$ cat src/rtl/uart_pkg.sv
// uart_pkg: definitions shared by the configurable UART blocks (uart_rx_cfg
// today, uart_tx_cfg later).
//   uart_rx_state_t : receiver FSM state encoding
//   DEFAULT_CLK_DIV : 2604 clocks per bit, 19200 baud at 50 MHz
//   half_div()      : derives the mid-bit offset from a bit period
//   parity_error()  : parity check over a zero-extended data word
package uart_pkg;

  typedef enum logic [2:0] {
    ST_IDLE,
    ST_START,
    ST_DATA,
    ST_PARITY,
    ST_STOP,
    ST_BREAK
  } uart_rx_state_t;

  localparam int DEFAULT_CLK_DIV = 2604;
  localparam int MAX_DATA_BITS   = 9;

  // The first sample lands half a bit after the start edge so that every
  // later sample falls in the middle of its bit.
  function automatic int half_div(input int clk_div);
    return clk_div / 2;
  endfunction

  localparam int DEFAULT_HALF = half_div(DEFAULT_CLK_DIV);

  // Data narrower than MAX_DATA_BITS is zero-extended by the caller, which
  // leaves the XOR unchanged.
  function automatic logic parity_error(input logic [MAX_DATA_BITS-1:0] data,
                                        input logic                     par_bit,
                                        input logic                     odd);
    return ((^data) ^ par_bit) != odd;
  endfunction

endpackage

$ cat src/rtl/uart_baud_gen.sv
// uart_baud_gen: load/decrement bit-timing counter.
//   clk, rst  : system clock, synchronous active-high reset
//   load_half : restart timing; sample fires HALF cycles after this cycle
//   load_full : restart timing; sample fires CLK_DIV cycles after this cycle
//   sample    : high while the counter sits at zero
// The counter parks at zero when nothing reloads it, so sample stays high
// in that condition; the receiver only acts on it in sampling states.
module uart_baud_gen
  import uart_pkg::*;
#(
  parameter int CLK_DIV = DEFAULT_CLK_DIV
) (
  input  logic clk,
  input  logic rst,
  input  logic load_half,
  input  logic load_full,
  output logic sample
);

  localparam int CNT_W = $clog2(CLK_DIV);
  localparam int HALF  = half_div(CLK_DIV);
  localparam logic [CNT_W-1:0] HALF_LOAD = CNT_W'(HALF - 1);
  localparam logic [CNT_W-1:0] FULL_LOAD = CNT_W'(CLK_DIV - 1);

  logic [CNT_W-1:0] cnt_q;
  logic [CNT_W-1:0] cnt_d;

  // Loading N-1 makes the zero (sample) cycle fall exactly N cycles after
  // the cycle that requested the load.
  always_comb begin
    cnt_d = cnt_q;
    if (load_half) begin
      cnt_d = HALF_LOAD;
    end else if (load_full) begin
      cnt_d = FULL_LOAD;
    end else if (cnt_q != '0) begin
      cnt_d = cnt_q - CNT_W'(1);
    end
  end

  // Counter register.
  always_ff @(posedge clk) begin
    if (rst) begin
      cnt_q <= '0;
    end else begin
      cnt_q <= cnt_d;
    end
  end

  assign sample = (cnt_q == '0);

endmodule

$ cat src/rtl/uart_rx_cfg.sv
// uart_rx_cfg: parametrised UART receiver with error reporting.
//   clk, rst : system clock, synchronous active-high reset
//   RX       : asynchronous serial input, idle high
//   clr_rdy  : consumer pulse, character taken
//   rx_data  : last completed character (LSB received first)
//   rdy      : character available, held until clr_rdy
//   frm_err  : a stop bit of the rx_data frame sampled low
//   par_err  : parity mismatch on the rx_data frame
//   ovr_err  : sticky, a frame completed while rdy was already set
//   busy     : receiver is not idle
module uart_rx_cfg
  import uart_pkg::*;
#(
  parameter int CLK_DIV    = DEFAULT_CLK_DIV,
  parameter int DATA_BITS  = 8,
  parameter int PARITY_EN  = 0,
  parameter int PARITY_ODD = 0,
  parameter int STOP_BITS  = 1
) (
  input  logic                 clk,
  input  logic                 rst,
  input  logic                 RX,
  input  logic                 clr_rdy,
  output logic [DATA_BITS-1:0] rx_data,
  output logic                 rdy,
  output logic                 frm_err,
  output logic                 par_err,
  output logic                 ovr_err,
  output logic                 busy
);

  uart_rx_state_t state_q, state_d;

  logic                 rx_meta_q, rx_meta_d;
  logic                 rxs_q, rxs_d;
  logic [DATA_BITS-1:0] shift_q, shift_d;
  logic [3:0]           bit_cnt_q, bit_cnt_d;
  logic                 frm_acc_q, frm_acc_d;
  logic                 par_acc_q, par_acc_d;
  logic [DATA_BITS-1:0] rx_data_q, rx_data_d;
  logic                 rdy_q, rdy_d;
  logic                 frm_err_q, frm_err_d;
  logic                 par_err_q, par_err_d;
  logic                 ovr_err_q, ovr_err_d;

  logic sample;
  logic load_half, load_full;
  logic bit_clr, bit_inc;
  logic shift_en, par_en, stop_en, acc_clr, complete;
  logic last_data, last_stop;

  assign last_data = (bit_cnt_q == 4'(DATA_BITS - 1));
  assign last_stop = (bit_cnt_q == 4'(STOP_BITS - 1));

  uart_baud_gen #(
    .CLK_DIV(CLK_DIV)
  ) u_baud (
    .clk      (clk),
    .rst      (rst),
    .load_half(load_half),
    .load_full(load_full),
    .sample   (sample)
  );

  // State register.
  always_ff @(posedge clk) begin
    if (rst) begin
      state_q <= ST_IDLE;
    end else begin
      state_q <= state_d;
    end
  end

  // Next-state logic. A low final stop sample means the line is still low,
  // so the receiver parks in BREAK instead of re-triggering on it.
  always_comb begin
    state_d = state_q;
    case (state_q)
      ST_IDLE:   if (!rxs_q) state_d = ST_START;
      ST_START:  if (sample) state_d = rxs_q ? ST_IDLE : ST_DATA;
      ST_DATA:   if (sample && last_data)
                   state_d = (PARITY_EN != 0) ? ST_PARITY : ST_STOP;
      ST_PARITY: if (sample) state_d = ST_STOP;
      ST_STOP:   if (sample && last_stop)
                   state_d = rxs_q ? ST_IDLE : ST_BREAK;
      ST_BREAK:  if (rxs_q) state_d = ST_IDLE;
      default:   state_d = ST_IDLE;
    endcase
  end

  // FSM outputs: baud-timer requests and datapath strobes.
  always_comb begin
    load_half = (state_q == ST_IDLE) && !rxs_q;
    load_full = sample && ((state_q == ST_START) || (state_q == ST_DATA) ||
                           (state_q == ST_PARITY) || (state_q == ST_STOP));
    acc_clr   = sample && (state_q == ST_START);
    shift_en  = sample && (state_q == ST_DATA);
    par_en    = sample && (state_q == ST_PARITY);
    stop_en   = sample && (state_q == ST_STOP);
    bit_clr   = acc_clr || (shift_en && last_data);
    bit_inc   = (shift_en && !last_data) || (stop_en && !last_stop);
    complete  = stop_en && last_stop;
    busy      = (state_q != ST_IDLE);
  end

  // Datapath next values. Completion beats a same-cycle clr_rdy, and an
  // overrun is only flagged when the old character was not taken.
  always_comb begin
    rx_meta_d = RX;
    rxs_d     = rx_meta_q;

    shift_d = shift_q;
    if (shift_en) shift_d = {rxs_q, shift_q[DATA_BITS-1:1]};

    bit_cnt_d = bit_cnt_q;
    if (bit_clr) begin
      bit_cnt_d = 4'd0;
    end else if (bit_inc) begin
      bit_cnt_d = bit_cnt_q + 4'd1;
    end

    par_acc_d = par_acc_q;
    if (acc_clr) begin
      par_acc_d = 1'b0;
    end else if (par_en) begin
      par_acc_d = (PARITY_EN != 0) &&
                  parity_error(MAX_DATA_BITS'(shift_q), rxs_q, 1'(PARITY_ODD));
    end

    frm_acc_d = frm_acc_q;
    if (acc_clr) begin
      frm_acc_d = 1'b0;
    end else if (stop_en && !rxs_q) begin
      frm_acc_d = 1'b1;
    end

    rx_data_d = rx_data_q;
    frm_err_d = frm_err_q;
    par_err_d = par_err_q;
    if (complete) begin
      rx_data_d = shift_q;
      frm_err_d = frm_acc_q | ~rxs_q;
      par_err_d = par_acc_q;
    end

    rdy_d = rdy_q;
    if (complete) begin
      rdy_d = 1'b1;
    end else if (clr_rdy) begin
      rdy_d = 1'b0;
    end

    ovr_err_d = ovr_err_q;
    if (clr_rdy) ovr_err_d = 1'b0;
    if (complete && rdy_q && !clr_rdy) ovr_err_d = 1'b1;
  end

  // Datapath registers; the synchroniser resets to the idle line level.
  always_ff @(posedge clk) begin
    if (rst) begin
      rx_meta_q <= 1'b1;
      rxs_q     <= 1'b1;
      shift_q   <= '0;
      bit_cnt_q <= 4'd0;
      par_acc_q <= 1'b0;
      frm_acc_q <= 1'b0;
      rx_data_q <= '0;
      frm_err_q <= 1'b0;
      par_err_q <= 1'b0;
      rdy_q     <= 1'b0;
      ovr_err_q <= 1'b0;
    end else begin
      rx_meta_q <= rx_meta_d;
      rxs_q     <= rxs_d;
      shift_q   <= shift_d;
      bit_cnt_q <= bit_cnt_d;
      par_acc_q <= par_acc_d;
      frm_acc_q <= frm_acc_d;
      rx_data_q <= rx_data_d;
      frm_err_q <= frm_err_d;
      par_err_q <= par_err_d;
      rdy_q     <= rdy_d;
      ovr_err_q <= ovr_err_d;
    end
  end

  assign rx_data = rx_data_q;
  assign rdy     = rdy_q;
  assign frm_err = frm_err_q;
  assign par_err = par_err_q;
  assign ovr_err = ovr_err_q;

endmodule
$ cat config.mk
export PLATFORM = sky130hd
export DESIGN_NAME = uart_rx_cfg
export DESIGN_NICKNAME = d
export VERILOG_FILES = /design/src/rtl/uart_pkg.sv /design/src/rtl/uart_baud_gen.sv /design/src/rtl/uart_rx_cfg.sv
export SDC_FILE = /design/constraint.sdc
export NUM_CORES = 1
export LEC_CHECK = 0
export CAP_MARGIN = 20
export CORE_MARGIN = 2
export CORE_UTILIZATION = 55
export DETAILED_ROUTE_END_ITERATION = 12
export GPL_TIMING_DRIVEN = 0
export PLACE_DENSITY = 0.77
export SYNTH_ARGS = -nofsm -noshare
export SYNTH_HDL_FRONTEND = slang
export SYNTH_HIERARCHICAL = 1
export SYNTH_SLANG_ARGS = --single-unit
$ cat constraint.sdc
create_clock -name clk -period 3.6 [get_ports clk]
set_clock_uncertainty 0.2 [all_clocks]
set_input_delay 0.9 -clock clk [delete_from_list [all_inputs] [get_ports clk]]
set_output_delay 0.9 -clock clk [all_outputs]
set_load 0.005 [all_outputs]
Word-level counts from Yosys, hierarchy flattened
Index checks and enable logic that the tools add are counted.
{ "word_totals": {"register_bits": 41, "elab_cells": 81} }
{ "op_classes": {"addsub": 2, "eq_ne": 12, "n_mux": 15, "bitwise_logic": 2, "n_reduce_logical": 37} }
{ "op_table": {"columns": ["operator", "count"], "rows": [
  ["two-way mux 12 bit", 2],
  ["two-way mux 3 bit", 7],
  ["case mux 3 bit (6 select lines)", 1],
  ["logical AND 1 bit", 14],
  ["logical NOT 12 bit", 1],
  ["!= test 2 bit (second input constant)", 6],
  ["nonzero test 12 bit", 1],
  ["subtractor 12 x 1 -> 12 bit (second input constant)", 1],
  ["two-way mux 11 bit", 1],
  ["== test 3 x 2 -> 1 bit (second input constant)", 2],
  ["== test 3 bit (second input constant)", 2],
  ["AND reduction 6 bit", 1],
  ["nonzero test 2 bit", 3],
  ["nonzero test 3 bit", 2],
  ["OR reduction 2 bit", 3],
  ["logical OR 1 bit", 5],
  ["adder 4 x 1 -> 4 bit (second input constant)", 1],
  ["== test 4 x 3 -> 1 bit (second input constant)", 1],
  ["logical NOT 1 bit", 4],
  ["logical NOT 4 bit", 1],
  ["== test 3 x 1 -> 1 bit (second input constant)", 1],
  ["logical NOT 3 bit", 1],
  ["two-way mux 1 bit", 3],
  ["OR reduction 3 bit", 1],
  ["other kinds (3)", 3]
]} }

Longest topological paths before layout
Gate-level depths: netlist of the first run.
{ "logic_depth": {"word_depth": 7, "depth_mapped": 12, "ltp_nobuf": 10} }

By module
Netlist of the first run, hierarchy kept.
{ "by_module_without_submodules": {"columns": ["module", "n_inst", "cells_per_inst", "area_per_inst_um2", "seq_area_each_um2"], "rows": [
  ["uart_rx_cfg", 1, 160, 1266.2, 580.6],
  ["uart_baud_gen", 1, 74, 656.9, 240.2]
]} }

Least setup slack after synthesis of the first run
No wires, ideal clock.
{ "synth_timing": {"path_type": "register to register", "from": "reg u_baud.cnt_q[9]", "to": "reg u_baud.cnt_q[11]", "setup_ps": 78, "arrival_ps": 2179, "slack_ps": 1143, "stages_incl_launch_ff": 11, "n_path_buf": 2, "synth_period_minus_slack_ps": 2457, "cell_sequence": "dfxtp_1 -> nor4_2 -> nand3_1 -> inv_1 -> clkbuf_1 -> and3_1 -> clkbuf_1 -> nor2_1 -> o21ai_0 -> o311ai_0 -> nor3_1"} }
{ "synth_via": {"elab_chain_cells": 3, "word_cells_on_any_way": 7} }
{ "synth_lines": {"columns": ["item", "line_no", "text"], "rows": [
  ["start: declaration", "uart_baud_gen.sv:25", "logic [CNT_W-1:0] cnt_q;"],
  ["start signal: assignment", "uart_baud_gen.sv:46", "cnt_q <= cnt_d;"],
  ["logical NOT 12 bit *", "uart_baud_gen.sv:50", "assign sample = (cnt_q == '0);"],
  ["named net sample", "uart_rx_cfg.sv:46", "logic sample;"],
  ["logical AND 1 bit *", "uart_rx_cfg.sv:94", "load_full = sample && ((state_q == ST_START) || (state_q == ST_DATA) ||"],
  ["named net load_full", "uart_rx_cfg.sv:47", "logic load_half, load_full;"],
  ["two-way mux 12 bit / nonzero test 2 bit (equally long branches)", null, null]
]} }
The timed path passes the listed nets; every way through them passes the cells marked *. The select of a mux whose other input is x is not followed.
A chain may end at the register's enable or synchronous reset.

Final worst setup path of the first run
Ends and elaborated chain as after synthesis.

==> run_results.csv, run 1 <==
group,metric,value,unit
final_layout,fin_nets,263,
global_routing,grt_max_degree,15,
sta,timing.final.crit_period,2.96,ns
clocking,cts_root_buf,"clkbuf_4",
global_routing,grt_antenna_before_repair,0,
global_routing,grt_usage,20.9,%
floorplan,start_util,57.6,%
final_layout,antennaDiodeCount,0,
final_layout,drive_gt1_share,8.56,%
sta,setup_tns,0,ns
final_layout,area.growth.synth_to_final,16.3,%
floorplan,dieArea,3990,sq um
global_routing,grt_pass1_wl,6670,um
worst_setup_path,critical_path.max_fanout,10,
synth,avgSynthCellArea,8.22,sq um
clocking,cts_resized,0,
synth,synth_cells,234,
floorplan,io_pins,17,
clocking,clock_latency,0.36,ns
place,io_buffers,15,
clocking,cts_buffer_depth,2,
synth,synth.most_common_cell,"dfxtp_1",
routing,drc_errors,0,
routing,dr.pass1.iters,4,
synth,synth.top_cell.area_share,42.7,%
clocking,cts_buffers,5,
run,max-cap-violations,0,
worst_setup_path,crit_arrival,3.06,ns
sta,worstMarginPinSlew,0.539,ns
power,ir_worst_vdd,0.326,mV
synth,synth_common_cells,"41 x dfxtp_1, 38 x nand2_1, 31 x a21oi_1",
global_routing,grt-ovfl-total,0,
synth,yosysTopAreaCell,"dfxtp_1",
worst_setup_path,endpoint_kind,"flip-flop",
sta,slew_headroom,63.8,%
synth,synthTopCellsByArea,"dfxtp_1 43%, a21oi_1 8.1%, nand2_1 7.4%",
floorplan,core,3340,sq um
run_status,outcome,"completed",
synth,syn-num-nets,241,
routing,routedWlPerCell,12.7,um
worst_setup_path,required,3.69,ns
synth,netlist_area,1920,sq um
floorplan,fp-row-count,21,
floorplan,die_x,63.1,um
routing,drt-initial-drc-count,109,
routing,vias,1660,
synth,yosys_most_used_dff,"dfxtp_1",
synth,ys_types,48,
synth,ys_ff_latch,41,
synth,ys_seq_area_share,42.7,%
power,cellLeakagePower,0.000811,uW
sta,finalMaxSlewViolations,0,
sta,rsz0062_at_grt,"no",
floorplan,die_h,63.1,um
sta,final-setup-viol-count,0,
clocking,h-tree-depth,2,
sta,post-route-period-util,82.3,%
place,place_hpwl,2700,um
power,power,1590,uW
routing,drtAntennaViolNets,0,
sta,hold_violations,0,
clocking,cts_hold_buf,0,
clocking,clk_pin_slew,0.13,ns
clocking,cts_num_sinks,41,
global_routing,grt_pass1_vias,1559,
synth,yosys_warnings,6,
worst_setup_path,critical_path.startpoint_type,"flip-flop",
worst_setup_path,path_class,"reg -> reg",
clocking,cts_setup_buffers,0,
place,gp_congestion,0.891,
sta,max_freq,337,MHz
routing,finalWirelength,3840,um
clocking,cts_tree,"yes",
synth,synth_edf_count,0,
routing,via_per_inst,5.48,
synth,async_flop_share,0,%
worst_hold_path,hold_path_class,"reg -> reg",
power,cellPowerDensity,709,nW/um^2
cell usage in the layout, fill, tap and decap left out, types with 2 or more instances in the layout:
cell,netlist,final
or2_2,4,4
or3_1,5,5
nand2_1,38,38
inv_1,6,6
clkbuf_1,7,7
and3_1,4,4
o21a_1,2,2
clkbuf_4,0,5
a21boi_0,2,2
xnor2_1,5,5
nand3b_1,2,2
nor4b_1,2,2
nand4bb_1,2,2
clkdlybuf4s50_1,0,15
buf_4,2,2
ha_1,3,3
nor2b_1,5,5
nand4_1,2,2
nand2b_1,3,3
or3_4,2,2
a21oi_1,31,31
buf_2,2,2
and4_1,2,2
dfxtp_1,41,41
o21ai_0,12,12
a21o_1,2,2
nor2_1,10,10
nor3b_1,3,3
nor3_1,9,9
a211oi_1,2,2
bufinv_16,0,2
nand3_1,5,5
path summary, 6_finish.rpt:
kind	from	end	slack, ns	cells after the start
max	u_baud/cnt_q[9]	u_baud/cnt_q[11]	0.64	10
min	rx_meta_q	rxs_q	0.23	1
max reg2reg	u_baud/cnt_q[9]	u_baud/cnt_q[11]	0.64	10
min reg2reg	rx_meta_q	rxs_q	0.23	1
critical path, cell delays in order (launching register included):
cell and delay, ns:
dfxtp_1 0.39, nor4_2 0.53, nand3_1 0.25, inv_1 0.20
clkbuf_1 0.31, and3_1 0.25, clkbuf_1 0.33, nor2_1 0.06
o21ai_0 0.08, o311ai_0 0.14, nor3_1 0.15
registers in the layout, summed over array words and instances, names as in the netlist:
register	flops
rxs_q	1
bit_cnt_q	4
rx_data	8
u_baud/cnt_q	12
ovr_err	1
shift_q	8
frm_err	1
state_q	3
frm_acc_q	1
rx_meta_q	1
rdy	1
cell type report:
type,instances,area (sq um)
repair buffers,15,150
clock inverters,3,68.8
fillers,287,1100
multi-input cells,175,1020
clock buffers,5,37.5
inverters,7,26.3
well taps,46,57.6
flip-flops and latches,41,821
plain buffers,11,51.3
power by group:
part | internal (uW) | switching (uW) | total (uW) | leakage (uW)
sequential | 526 | 79.3 | 606 | 0.000333
clock | 218 | 155 | 374 | 0.0000558
combinational | 282 | 325 | 607 | 0.000422
total | 1030 | 560 | 1590 | 0.000811
metrics by stage:
| step | utilization, % | hold WS [ns] | worst slack (ns) | area (sq um) | instances |
|---|---|---|---|---|---|
| 4_1_cts | 67.0 | 0.231 | 0.645 | 2240 | 303 |
| 3_5_place_dp | 63.9 | 0.201 | 0.708 | 2130 | 295 |
| 3_3_place_gp | 63.9 | 0.193 | 0.753 | 2130 | 295 |
| 6_report | 67.0 | 0.229 | 0.637 | 2240 | 303 |
| 5_1_grt | 67.0 | 0.247 | 0.283 | 2240 | 303 |
| 2_1_floorplan | - | 0.189 | 1.14 | 1920 | 234 |
kinds of logic after synthesis:
kind of cell / count (synthesis) / synth area share, %
AOI/OAI and AO/OA: 57 / 17.0
xor gates and xnor gates: 6 / 2.73
adders and majority gates: 3 / 1.95
buffers and inverters: 18 / 4.03
DFF: 41 / 42.7
muxes: 1 / 0.521
other: 1 / 0.195
and+or+nand+nor: 107 / 30.9
layer usage:
layer  global-route usage [%]  vias up  share of wire, %  wire length (um)
met2                     37.0       27                46              1770
li1                         -      870                 -                 -
met5                        0        -                 0                 0
met1                     24.8      755                48              1850
met3                     4.29        8               4.0               152
met4                     7.50        0               1.6                61
No activity file was read; power rests on OpenSTA's default activity.
==> inputs of run 2 (changes only) <==
- CORE_UTILIZATION: 55 -> 51
- PLACE_DENSITY: 0.77 -> 0.75
- clock period: 3.6 -> 2.6 ns (I/O delays scaled with it)
==> run 2 against run 1 <==
First-iteration DRC count is 12% lower; routed wire length is 2.1% higher; sequential share of layout area is 1.6 points lower; largest cell class unchanged.
==> run_results.csv, run 2 (synthesis gave the netlist of run 1 again) <==
group,metric,value,unit
worst_setup_path,max_stage_delay,0.45,ns
worst_setup_path,crit_family,"buffers and inverters",
routing,finalWirelength,3920,um
floorplan,die_x,65.4,um
floorplan,io_pins,17,
sta,timing.final.crit_period,2.55,ns
worst_setup_path,endpoint_kind,"output port",
worst_hold_path,hold_path_class,"reg -> reg",
worst_setup_path,crit_arrival,1.70,ns
final_layout,area.growth.synth_to_final,21.5,%
place,dp.cells,297,
worst_setup_path,required,1.75,ns
power,ir_worst_vdd,0.513,mV
floorplan,start_util,52.9,%
final_layout,regMostFlops,"u_baud/cnt_q",
global_routing,grt_pass1_wl,6840,um
sta,finalMaxSlewViolations,0,
worst_setup_path,cp_slowest_cell,"clkdlybuf4s50_1",
floorplan,die_h,65.4,um
final_layout,largest_reg_flops,12,
global_routing,grt_antenna_before_repair,0,
sta,hold_violations,0,
worst_setup_path,crit_chain,"buf_4, or3_4, clkdlybuf4s50_1",
final_layout,register_area,821,sq um
sta,max_freq,393,MHz
power,cellLeakagePower,0.000857,uW
global_routing,use_met3,5.82,%
clocking,cts_root_buf,"clkbuf_8",
routing,via_per_inst,5.50,
global_routing,grt_busiest_layer,"met2",
global_routing,grt_pass1_vias,1522,
routing,dr.pass1.iters,4,
routing,routedWlPerCell,12.7,um
floorplan,fp-row-count,22,
final_layout,mostFrequentLayoutCell,"dfxtp_1",
place,placed_area,2130,sq um
clocking,h-tree-depth,2,
worst_setup_path,path_class,"reg -> out",
final_layout,antennaDiodeCount,0,
final_layout,fin_nets,267,
final_layout,stdcell_count,309,
global_routing,grt_util_met1,26.7,%
run_status,outcome,"completed",
final_layout,drive_gt1_share,13.0,%
clocking,cts_num_sinks,41,
sta,post-route-period-util,97.9,%
power,cellPowerDensity,1050,nW/um^2
global_routing,grt_max_degree,15,
run,max-cap-violations,0,
global_routing,use_met2,32.5,%
clocking,cts_buffer_depth,2,
worst_setup_path,critical_path.startpoint_type,"flip-flop",
clocking,cts_buffers,5,
global_routing,grt_usage,20.6,%
routing,drt-initial-drc-count,96,
clocking,cts_hold_buf,0,
place,io_buffers,15,
final_layout,final.fill_count,350,
final_layout,fin_util,64.3,%
clocking,cts_tree,"yes",
clocking,clock_latency,0.30,ns
clocking,clk_pin_slew,0.08,ns
routing,drtAntennaViolNets,0,
global_routing,grt-ovfl-total,0,
worst_setup_path,critical_path.max_fanout,10,
place,place_hpwl,2650,um
sta,fin_hold_ws,0.218,ns
sta,final-setup-viol-count,0,
floorplan,core,3630,sq um
floorplan,dieArea,4280,sq um
final_layout,final_cell_mix,"41 x dfxtp_1, 38 x nand2_1, 31 x a21oi_1",
final_layout,multiInputGateArea,1050,sq um
routing,vias,1699,
place,gp_congestion,0.855,
routing,drc_errors,0,
worst_setup_path,cp_num_buf_inv,2,
final_layout,final_area,2340,sq um
-- run 2: cell types whose count changed in the layout (fill, tap and decap cells not counted), sizes merged --
cell	change
buf	+6
clkbuf	-2
-- run 2: timing repair --
action	4_1_cts	5_1_grt
resized for setup	4	12
endpoints found under the hold margin	0	0
endpoints found under the setup margin	27	23
setup buffers	1	3
pin swaps	1	1
-- run 2: stage by stage --
stage                     setup slack (ns)  setup TNS, ns  power (uW)
after floorplan                      0.143              0        1510
after global placement              -0.261          -2.37        1660
after detailed placement            -0.313          -2.43        1680
after CTS                          0.00627              0        2340
after global routing               -0.0295        -0.0295        2610
final                               0.0547              0        2460
-- run 2: path summary, 6_finish.rpt --
kind | cells past startpoint | slack [ns] | end | startpoint
setup / recovery | 3 | 0.05 | busy | state_q[2]
hold / removal | 1 | 0.22 | rxs_q | rx_meta_q
setup reg to reg | 10 | 0.24 | u_baud/cnt_q[7] | u_baud/cnt_q[0]
hold reg to reg | 1 | 0.22 | rxs_q | rx_meta_q
-- run 2: layout make-up --
type	count	area share (%)
plain buffers	11	2.57
clock buffers	5	2.94
clock inverters	3	2.94
inverters	7	1.12
multi-input cells	175	45.0
flip-flops and latches	41	35.1
well taps	48	2.57
repair buffers	19	7.71
-- run 2: report_power, final --
part           switching, uW  leakage [uW]  internal (uW)  total (uW)
sequential               128      0.000333            729         857
combinational            483      0.000456            496         979
clock                    233     0.0000687            387         619
total                    844      0.000857           1610        2460
-- run 2: metal layers --
metal	vias up	wire [um]
met3	5	127
met4	0	58
li1	870	-
met1	800	1860
met5	-	0
met2	24	1880
==> inputs of run 3 (changes only) <==
- HOLD_SLACK_MARGIN: unset -> 0.02
- clock period: 2.6 -> 2.2 ns (I/O delays scaled with it)
==> run 3 against run 2 <==
Sequential share of layout area down 0.67 points; critical path depth is 4 higher; via count is 1.1% higher; setup slack worse by 0.0027 ns; power increased by 20%; clock power fell by 1%; core utilization up 1.7 points; flip-flop and latch count is the same; global-route usage increased by 0.24 points; largest cell class unchanged.
==> run_results.csv, run 3 (synthesis gave the netlist of run 1 again) <==
group,metric,value,unit
worst_setup_path,critical_path.startpoint_type,"flip-flop",
global_routing,grt_pass1_vias,1547,
routing,finalWirelength,3970,um
global_routing,grt_usage,20.8,%
final_layout,area.growth.synth_to_final,24.7,%
power,ir_worst_vdd,0.704,mV
sta,timing.final.crit_period,2.15,ns
worst_setup_path,required,2.19,ns
clocking,clk_pin_slew,0.08,ns
clocking,cts_hold_buf,0,
clocking,h-tree-depth,2,
worst_setup_path,path_class,"reg -> reg",
final_layout,fin_util,66.0,%
floorplan,fp-row-count,22,
worst_setup_path,critical_path.max_fanout,4,
sta,setup_tns,0,ns
routing,drc_errors,0,
final_layout,drive_gt1_share,18.3,%
sta,post-route-period-util,97.6,%
sta,finalMaxSlewViolations,0,
clocking,cts_buffer_depth,2,
run,max-cap-violations,0,
global_routing,grt-ovfl-total,0,
sta,rsz0062_at_grt,"yes",
clocking,cts_buffers,5,
global_routing,grt_antenna_before_repair,0,
floorplan,io_pins,17,
final_layout,regMostFlops,"u_baud/cnt_q",
place,io_buffers,15,
routing,dr.pass1.iters,4,
routing,drtAntennaViolNets,0,
final_layout,antennaDiodeCount,0,
clocking,clock_latency,0.30,ns
worst_hold_path,hold_path_class,"reg -> reg",
routing,vias,1717,
final_layout,final_cell_mix,"38 x nand2_1, 37 x dfxtp_1, 30 x a21oi_1",
floorplan,dieArea,4280,sq um
power,cellLeakagePower,0.000871,uW
sta,final-setup-viol-count,0,
power,power,2950,uW
floorplan,die_x,65.4,um
global_routing,grt_pass1_wl,6880,um
power,cellPowerDensity,1230,nW/um^2
worst_setup_path,endpoint_kind,"flip-flop",
worst_setup_path,max_stage_delay,0.66,ns
sta,hold_violations,0,
routing,routedWlPerCell,12.8,um
floorplan,die_h,65.4,um
clocking,cts_tree,"yes",
final_layout,final.fill_count,344,
place,gp_congestion,0.848,
sta,max_freq,466,MHz
global_routing,grt_max_degree,15,
worst_setup_path,cp_slowest_cell,"or4b_2",
worst_setup_path,crit_arrival,2.14,ns
worst_setup_path,crit_chain,"inv_2, ha_4, buf_4, or4b_2, nor3b_2, xnor2_1, o21ai_0",
final_layout,largest_reg_flops,12,
clocking,cts_root_buf,"clkbuf_8",
routing,drt-initial-drc-count,69,
place,place_hpwl,2610,um
clocking,cts_num_sinks,41,
final_layout,mostFrequentLayoutCell,"nand2_1",
final_layout,fin_nets,269,
run_status,outcome,"completed",
floorplan,start_util,52.9,%
routing,via_per_inst,5.52,
floorplan,core,3630,sq um
## run 3: layout make-up
class / count / area [sq um] / share of cell area [%]
multi-input cells: 175 / 1100 / 46.0
flip-flops and latches: 41 / 826 / 34.4
repair buffers: 22 / 198 / 8.25
clock buffers: 5 / 68.8 / 2.87
plain buffers: 10 / 68.8 / 2.87
well taps: 48 / 60.1 / 2.51
clock inverters: 3 / 46.3 / 1.93
inverters: 7 / 26.3 / 1.10
## run 3: worst max-delay path: cells and delay by family, from the launching register on
kind | cells | cell delay, ns
compound gates | 1 | 0.10
xor+xnor | 1 | 0.18
fa+ha+maj | 1 | 0.14
buf+inv | 2 | 0.18
flops | 1 | 0.33
simple gates | 2 | 0.92
## run 3: repair_timing
item / in CTS / in global routing
endpoints found under the setup margin: 38 / 31
endpoints found under the hold margin: 0 / 0
gates resized for setup: 18 / 13
buffers inserted: 6 / 1
pin swaps: 3 / 8
## run 3: through the flow
step	instance area (sq um)	worst slack [ns]	hold slack, ns	instances
6_report	2400	0.0520	0.216	311
5_1_grt	2400	-0.0730	0.227	311
4_1_cts	2360	-0.0259	0.222	311
3_5_place_dp	2140	-0.317	0.203	297
3_3_place_gp	2140	-0.290	0.193	297
2_1_floorplan	1930	0.0149	0.189	234
## run 3: layer usage
layer / global-route usage [%] / part of all wire [%] / vias up
met1: 27.6 / 45 / 797
met4: 8.85 / 2.0 / 0
li1: - / - / 877
met2: 31.6 / 48 / 35
met3: 5.99 / 4.3 / 8
met5: 0 / 0 / -
## run 3: where the power goes
part	switching, uW	total, uW	internal [uW]
logic	622	1300	682
clock network	273	613	339
registers	170	1040	866
## run 3: final timing paths
kind	from	end	slack (ns)	depth (start not counted)
max	u_baud/cnt_q[0]	u_baud/cnt_q[8]	0.05	7
min	rx_meta_q	rxs_q	0.22	1
max reg2reg	u_baud/cnt_q[0]	u_baud/cnt_q[8]	0.05	7
min reg2reg	rx_meta_q	rxs_q	0.22	1
